File: src/rtl/multicycle_controller.sv
// Multicycle RISC-style control FSM: FETCH/DECODE/EXEC/MEM/WB sequencing,
// retired-instruction counter and halt/illegal handling.
//
// Ports:
//   clk, rst_n         clock, async active-low reset
//   run                start/continue request (sampled in IDLE and at retire)
//   instruction[31:0]  instruction word, captured in FETCH when mem_ready=1
//   mem_ready          memory access completes this cycle
//   pc_write, ir_write, mem_read, mem_write, reg_write, reg_dst, mem_reg,
//   alu_src_imm, branch, jump, halted, trap   control outputs
//   alu_op[ALU_OP_W-1:0]   ALU operation code
//   state[3:0]         current state encoding
//   instr_count[CNT_W-1:0] retired-instruction counter (wraps)
//
// Build option: define CTRL_ILLEGAL_TRAP_EN to send illegal instructions to
// a sticky TRAP state; otherwise they retire as NOPs and trap is tied 0.

module multicycle_controller #(
    parameter int ALU_OP_W = 3,
    parameter int CNT_W    = 16
) (
    input  logic                clk,
    input  logic                rst_n,
    input  logic                run,
    input  logic [31:0]         instruction,
    input  logic                mem_ready,
    output logic                pc_write,
    output logic                ir_write,
    output logic                mem_read,
    output logic                mem_write,
    output logic                reg_write,
    output logic                reg_dst,
    output logic                mem_reg,
    output logic                alu_src_imm,
    output logic                branch,
    output logic                jump,
    output logic                halted,
    output logic                trap,
    output logic [ALU_OP_W-1:0] alu_op,
    output logic [3:0]          state,
    output logic [CNT_W-1:0]    instr_count
);

    typedef enum logic [3:0] {
        S_IDLE    = 4'd0,
        S_FETCH   = 4'd1,
        S_DECODE  = 4'd2,
        S_EXEC_R  = 4'd3,
        S_EXEC_I  = 4'd4,
        S_EXEC_BR = 4'd5,
        S_MEM     = 4'd6,
        S_WB      = 4'd7,
        S_HALT    = 4'd8,
        S_TRAP    = 4'd9
    } state_t;

    state_t           state_q, state_d;
    logic [5:0]       opcode_q, funct_q;
    logic [CNT_W-1:0] count_q;
    logic             retire;

    // Only opcode and funct fields drive sequencing.
    logic unused_instr;
    assign unused_instr = ^instruction[25:6];

    // Classification always uses the captured fields, never the live bus.
    logic is_rtype, r_ok, is_lw, is_sw, is_addi, is_beq, is_j, is_halt;

    assign is_rtype = (opcode_q == 6'h00);
    assign r_ok     = is_rtype && ((funct_q == 6'h20) ||
                                   (funct_q == 6'h22) ||
                                   (funct_q == 6'h2a));
    assign is_lw    = (opcode_q == 6'h23);
    assign is_sw    = (opcode_q == 6'h2b);
    assign is_addi  = (opcode_q == 6'h08);
    assign is_beq   = (opcode_q == 6'h04);
    assign is_j     = (opcode_q == 6'h02);
    assign is_halt  = (opcode_q == 6'h3f);

    always_ff @(posedge clk or negedge rst_n) begin
        if (!rst_n) begin
            state_q  <= S_IDLE;
            opcode_q <= 6'h00;
            funct_q  <= 6'h00;
            count_q  <= '0;
        end else begin
            state_q <= state_d;
            if (state_q == S_FETCH && mem_ready) begin
                opcode_q <= instruction[31:26];
                funct_q  <= instruction[5:0];
            end
            if (retire)
                count_q <= count_q + CNT_W'(1);
        end
    end

    always_comb begin
        state_d     = state_q;
        retire      = 1'b0;
        pc_write    = 1'b0;
        ir_write    = 1'b0;
        mem_read    = 1'b0;
        mem_write   = 1'b0;
        reg_write   = 1'b0;
        reg_dst     = 1'b0;
        mem_reg     = 1'b0;
        alu_src_imm = 1'b0;
        branch      = 1'b0;
        jump        = 1'b0;
        halted      = 1'b0;
        alu_op      = '0;

        unique case (state_q)
            S_IDLE: begin
                if (run)
                    state_d = S_FETCH;
            end
            S_FETCH: begin
                mem_read = 1'b1;
                if (mem_ready) begin
                    ir_write = 1'b1;
                    pc_write = 1'b1;
                    state_d  = S_DECODE;
                end
            end
            S_DECODE: begin
                unique case (1'b1)
                    r_ok:                      state_d = S_EXEC_R;
                    (is_lw | is_sw | is_addi): state_d = S_EXEC_I;
                    is_beq:                    state_d = S_EXEC_BR;
                    is_halt:                   state_d = S_HALT;
                    is_j: begin
                        jump     = 1'b1;
                        pc_write = 1'b1;
                        retire   = 1'b1;
                    end
                    default: begin
`ifdef CTRL_ILLEGAL_TRAP_EN
                        state_d = S_TRAP;
`else
                        // illegal encodings behave as a NOP
                        retire = 1'b1;
`endif
                    end
                endcase
            end
            S_EXEC_R: begin
                unique case (funct_q)
                    6'h22:   alu_op = ALU_OP_W'(1);
                    6'h2a:   alu_op = ALU_OP_W'(4);
                    default: alu_op = ALU_OP_W'(0);
                endcase
                state_d = S_WB;
            end
            S_EXEC_I: begin
                alu_src_imm = 1'b1;
                state_d     = (is_lw || is_sw) ? S_MEM : S_WB;
            end
            S_EXEC_BR: begin
                alu_op = ALU_OP_W'(6);
                branch = 1'b1;
                retire = 1'b1;
            end
            S_MEM: begin
                mem_read  = is_lw;
                mem_write = !is_lw;
                if (mem_ready) begin
                    if (is_lw)
                        state_d = S_WB;
                    else
                        retire = 1'b1;
                end
            end
            S_WB: begin
                reg_write = 1'b1;
                reg_dst   = is_rtype;
                mem_reg   = is_lw;
                retire    = 1'b1;
            end
            S_HALT: begin
                halted = 1'b1;
            end
            S_TRAP: begin
                state_d = S_TRAP;
            end
            default: begin
                state_d = S_IDLE;
            end
        endcase

        // run is only consulted at the retire point
        if (retire)
            state_d = run ? S_FETCH : S_IDLE;
    end

`ifdef CTRL_ILLEGAL_TRAP_EN
    assign trap = (state_q == S_TRAP);
`else
    assign trap = 1'b0;
`endif

    assign state       = state_q;
    assign instr_count = count_q;

endmodule

File: config.mk
export PLATFORM = sky130hd
export DESIGN_NAME = multicycle_controller
export DESIGN_NICKNAME = d
export VERILOG_FILES = /design/src/rtl/multicycle_controller.sv
export SDC_FILE = /design/constraint.sdc
export NUM_CORES = 1
export LEC_CHECK = 0
export ABC_AREA = 1
export BUFFER_PORTS_ARGS = -buffer_cell sky130_fd_sc_hd__clkbuf_2
export CORE_MARGIN = 10
export CORE_UTILIZATION = 49
export CTS_CLUSTER_DIAMETER = 40
export DETAILED_ROUTE_END_ITERATION = 8
export GPL_ROUTABILITY_DRIVEN = 0
export PLACE_DENSITY_LB_ADDON = 0.08
export SLEW_MARGIN = 0
export SYNTH_ARGS = -nofsm -noshare
export SYNTH_HDL_FRONTEND = slang
export SYNTH_SLANG_ARGS = --single-unit
File: constraint.sdc
create_clock -name clk -period 1.7 [get_ports clk]
set_input_delay 0.255 -clock clk [delete_from_list [all_inputs] [get_ports clk]]
set_output_delay 0.255 -clock clk [all_outputs]
set_load 0.1 [all_outputs]
==> flow_summary.json <==
{
  "io_buffers": 49,
  "r2r_end": "instr_count[9]",
  "p_sw_frac": 0.5417,
  "path_class": "reg2out",
  "clk_pin_slew_ps": 70,
  "p_comb_frac": 0.670,
  "fin_setup_tns_ps": -4298,
  "finalNetCount": 405,
  "cp-endpoint": "pc_write",
  "yosys.cell_types.count": 28,
  "outcome": "finished with violations",
  "slew_viol_final": 0,
  "fin_ws_ps": -328.3,
  "crit_required_ps": 1440,
  "grt_util_all_layers": 0.1801,
  "hold_violations": 0,
  "p_clk_frac": 0.109,
  "synth_top_area_cell": "dfrtp_1",
  "syn_inst": 273,
  "startpoint": "state[2]",
  "worstSkewPairLatency_ps": 290,
  "syn_area_per_cell_um2": 7.168,
  "synth_seq_cells": 32,
  "initial_core_util": 0.5189,
  "p_sw_mw": 3.294,
  "worst_pin_slew_ps": 548.6,
  "grt_max_degree": 18,
  "yosys-top-cells-area": "dfrtp_1 (41%), nand2_1 (15%), inv_1 (6.9%), nand3_1 (6.1%), xor2_1 (4.9%)",
  "fp.dieW_um": 83.20,
  "peakVddDrop_uv": 1537,
  "hp-class": "in2reg",
  "r2r_slack_ps": -190,
  "end_kind": "primary output",
  "p_int_mw": 2.787,
  "vias_per_cell": 5.873,
  "insertedDiodeCount": 0,
  "gr-total-overflow": 0,
  "period_share": 1.193,
  "relSlewSlack": 0.6358,
  "synth_commonest_cells": "nand2_1 (79), inv_1 (36), dfrtp_1 (32)",
  "cts_made_buffers": 5,
  "drv_cap": 0,
  "fin_skew_ps": 11.92,
  "die_h_um": 83.20,
  "arrival_ps": 1770,
  "wl_per_cell_um": 18.37,
  "yosysWarningCount": 0,
  "setup_viol": 36,
  "reg2reg_depth": 13,
  "crit_fanout": 3,
  "core-area_um2": 3771,
  "r2r_start": "state[2]",
  "worst_setup_path_start_kind": "register",
  "yosysSeqAreaShare": 0.4092,
  "h-tree-depth": 2,
  "cts-root-buf": "clkbuf_8",
  "netlist.area_leader.share": 0.4092,
  "drive_above_1_share": 0.5014,
  "synth-edff-count": 0,
  "synth_async_sr_flop_share": 1.000,
  "p_per_area_nw_per_um2": 1819,
  "fillers": 168,
  "first_global_vias": 2204,
  "routed_wl_um": 7660,
  "rsz0062_at_grt": "yes",
  "vias": 2449,
  "cts_tree": "yes",
  "post-synth-top-count-cell": "nand2_1",
  "min_period_ps": 2028,
  "dr.first_iter.drc_count": 287,
  "syn_area_um2": 1957,
  "sequentialPowerShare": 0.221,
  "syn_to_final_growth_pct": 70.84,
  "drtPass1Iterations": 5,
  "grt_pass1_wl_um": 10620,
  "cts.sinks": 32,
  "rows": 22,
  "io_pins": 71,
  "clockBufferDepth": 2,
  "die-area_um2": 6921,
  "fmaxAchievable_ghz": 0.4930,
  "p_leak_nw": 1.508,
  "p_total_mw": 6.080,
  "antenna_found_initial": 0,
  "ant_nets": 0,
  "synth_top_flop_cell": "dfrtp_1",
  "violations": "negative setup slack",
  "syn_nets": 310,
  "dp_hpwl_um": 4286,
  "drcViolationCount": 0
}
[cells in the final DEF (no fill, tap or decap), drive strengths merged]
master	instances
nand2	80
buf	60
clkbuf	42
inv	36
dfrtp	32
nor2	29
nand3	25
o21ai	20
xor2	12
nor3	12
nand4	6
clkinvlp	3
a21oi	3
nor4	2
o32ai	1
or2	1
and2	1
a31oi	1
ha	1
conb	1
dlygate4sd3	1
[logic make-up after synthesis]
logic type,Yosys count,share of synthesized area
AO/OA/AOI/OAI,25,0.07226
buffers and inverters,46,0.1042
adder cells (fa/ha/maj),1,0.006393
AND/OR/NAND/NOR,156,0.3485
flip-flops,32,0.4092
other,1,0.001916
XOR/XNOR,12,0.05755
[power groups by stage]
stage / clock (mW) / combinational, mW / sequential [mW]
final: 0.663 / 4.07 / 1.34
after global routing: 0.698 / 4.26 / 1.37
after CTS: 0.650 / 3.45 / 1.29
after detailed placement: 0 / 3.11 / 1.28
after global placement: 0 / 3.07 / 1.26
after floorplan: 0 / 1.53 / 1.99
[metrics by stage]
stage	setup WS, ps	hold WS [ps]	cell area (µm²)	instances	utilization
final	-328.3	167.8	3343	417	0.8865
after global placement	25.84	214.8	2778	386	0.7366
after CTS	-232.1	170.3	3107	407	0.8238
after floorplan	-1194	-40.59	2113	273	-
after detailed placement	14.64	220.1	2778	386	0.7366
after global routing	-356.0	188.3	3343	417	0.8865
[worst min-delay path by stage]
stage,from,end,slack [ps],depth (start not counted)
6_report,instruction[2],funct_q[2],170,3
4_1_cts,instruction[4],funct_q[4],170,3
3_5_place_dp,rst_n,opcode_q[0],220,1
3_3_place_gp,rst_n,opcode_q[0],210,1
2_1_floorplan,rst_n,funct_q[0],-40,0
5_1_grt,instruction[2],funct_q[2],190,3
[repair_timing]
item | CTS | global route
setup buffers | 12 | 12
hold endpoints to repair | 16 | 0
setup endpoints to repair | 14 | 43
resized for setup | 34 | 47
hold buffers | 1 | 0
pin swaps | 10 | 6
[area by class of cell]
class | count | area (µm²) | share of cell area
multi-input cells | 195 | 1244 | 0.3720
flip-flops and latches | 32 | 840.8 | 0.2515
repair buffers | 95 | 918.4 | 0.2747
clock buffers | 8 | 100.1 | 0.02994
well taps | 48 | 60.06 | 0.01796
inverters | 39 | 180.2 | 0.05389
[critical path: stages, from the launching register on]
cell and delay [ps]:
dfrtp_4 500, nor2_4 190, buf_6 140, nand2_4 60, nor2_4 150, buf_6 140
or2_4 130, buf_12 160
[per-layer routing]
metal	track usage	part of all wire	wire (µm)
met1	0.2151	0.35	2713
met2	0.3080	0.49	3755
met3	0.04785	0.098	750
met4	0.05077	0.058	441
met5	0	0	0
[flip-flops by register name, indices dropped and copies added (netlist names)]
register / cells
funct_q: 6
instr_count: 16
opcode_q: 6
state: 4
Power figures use the tool's default switching activity.
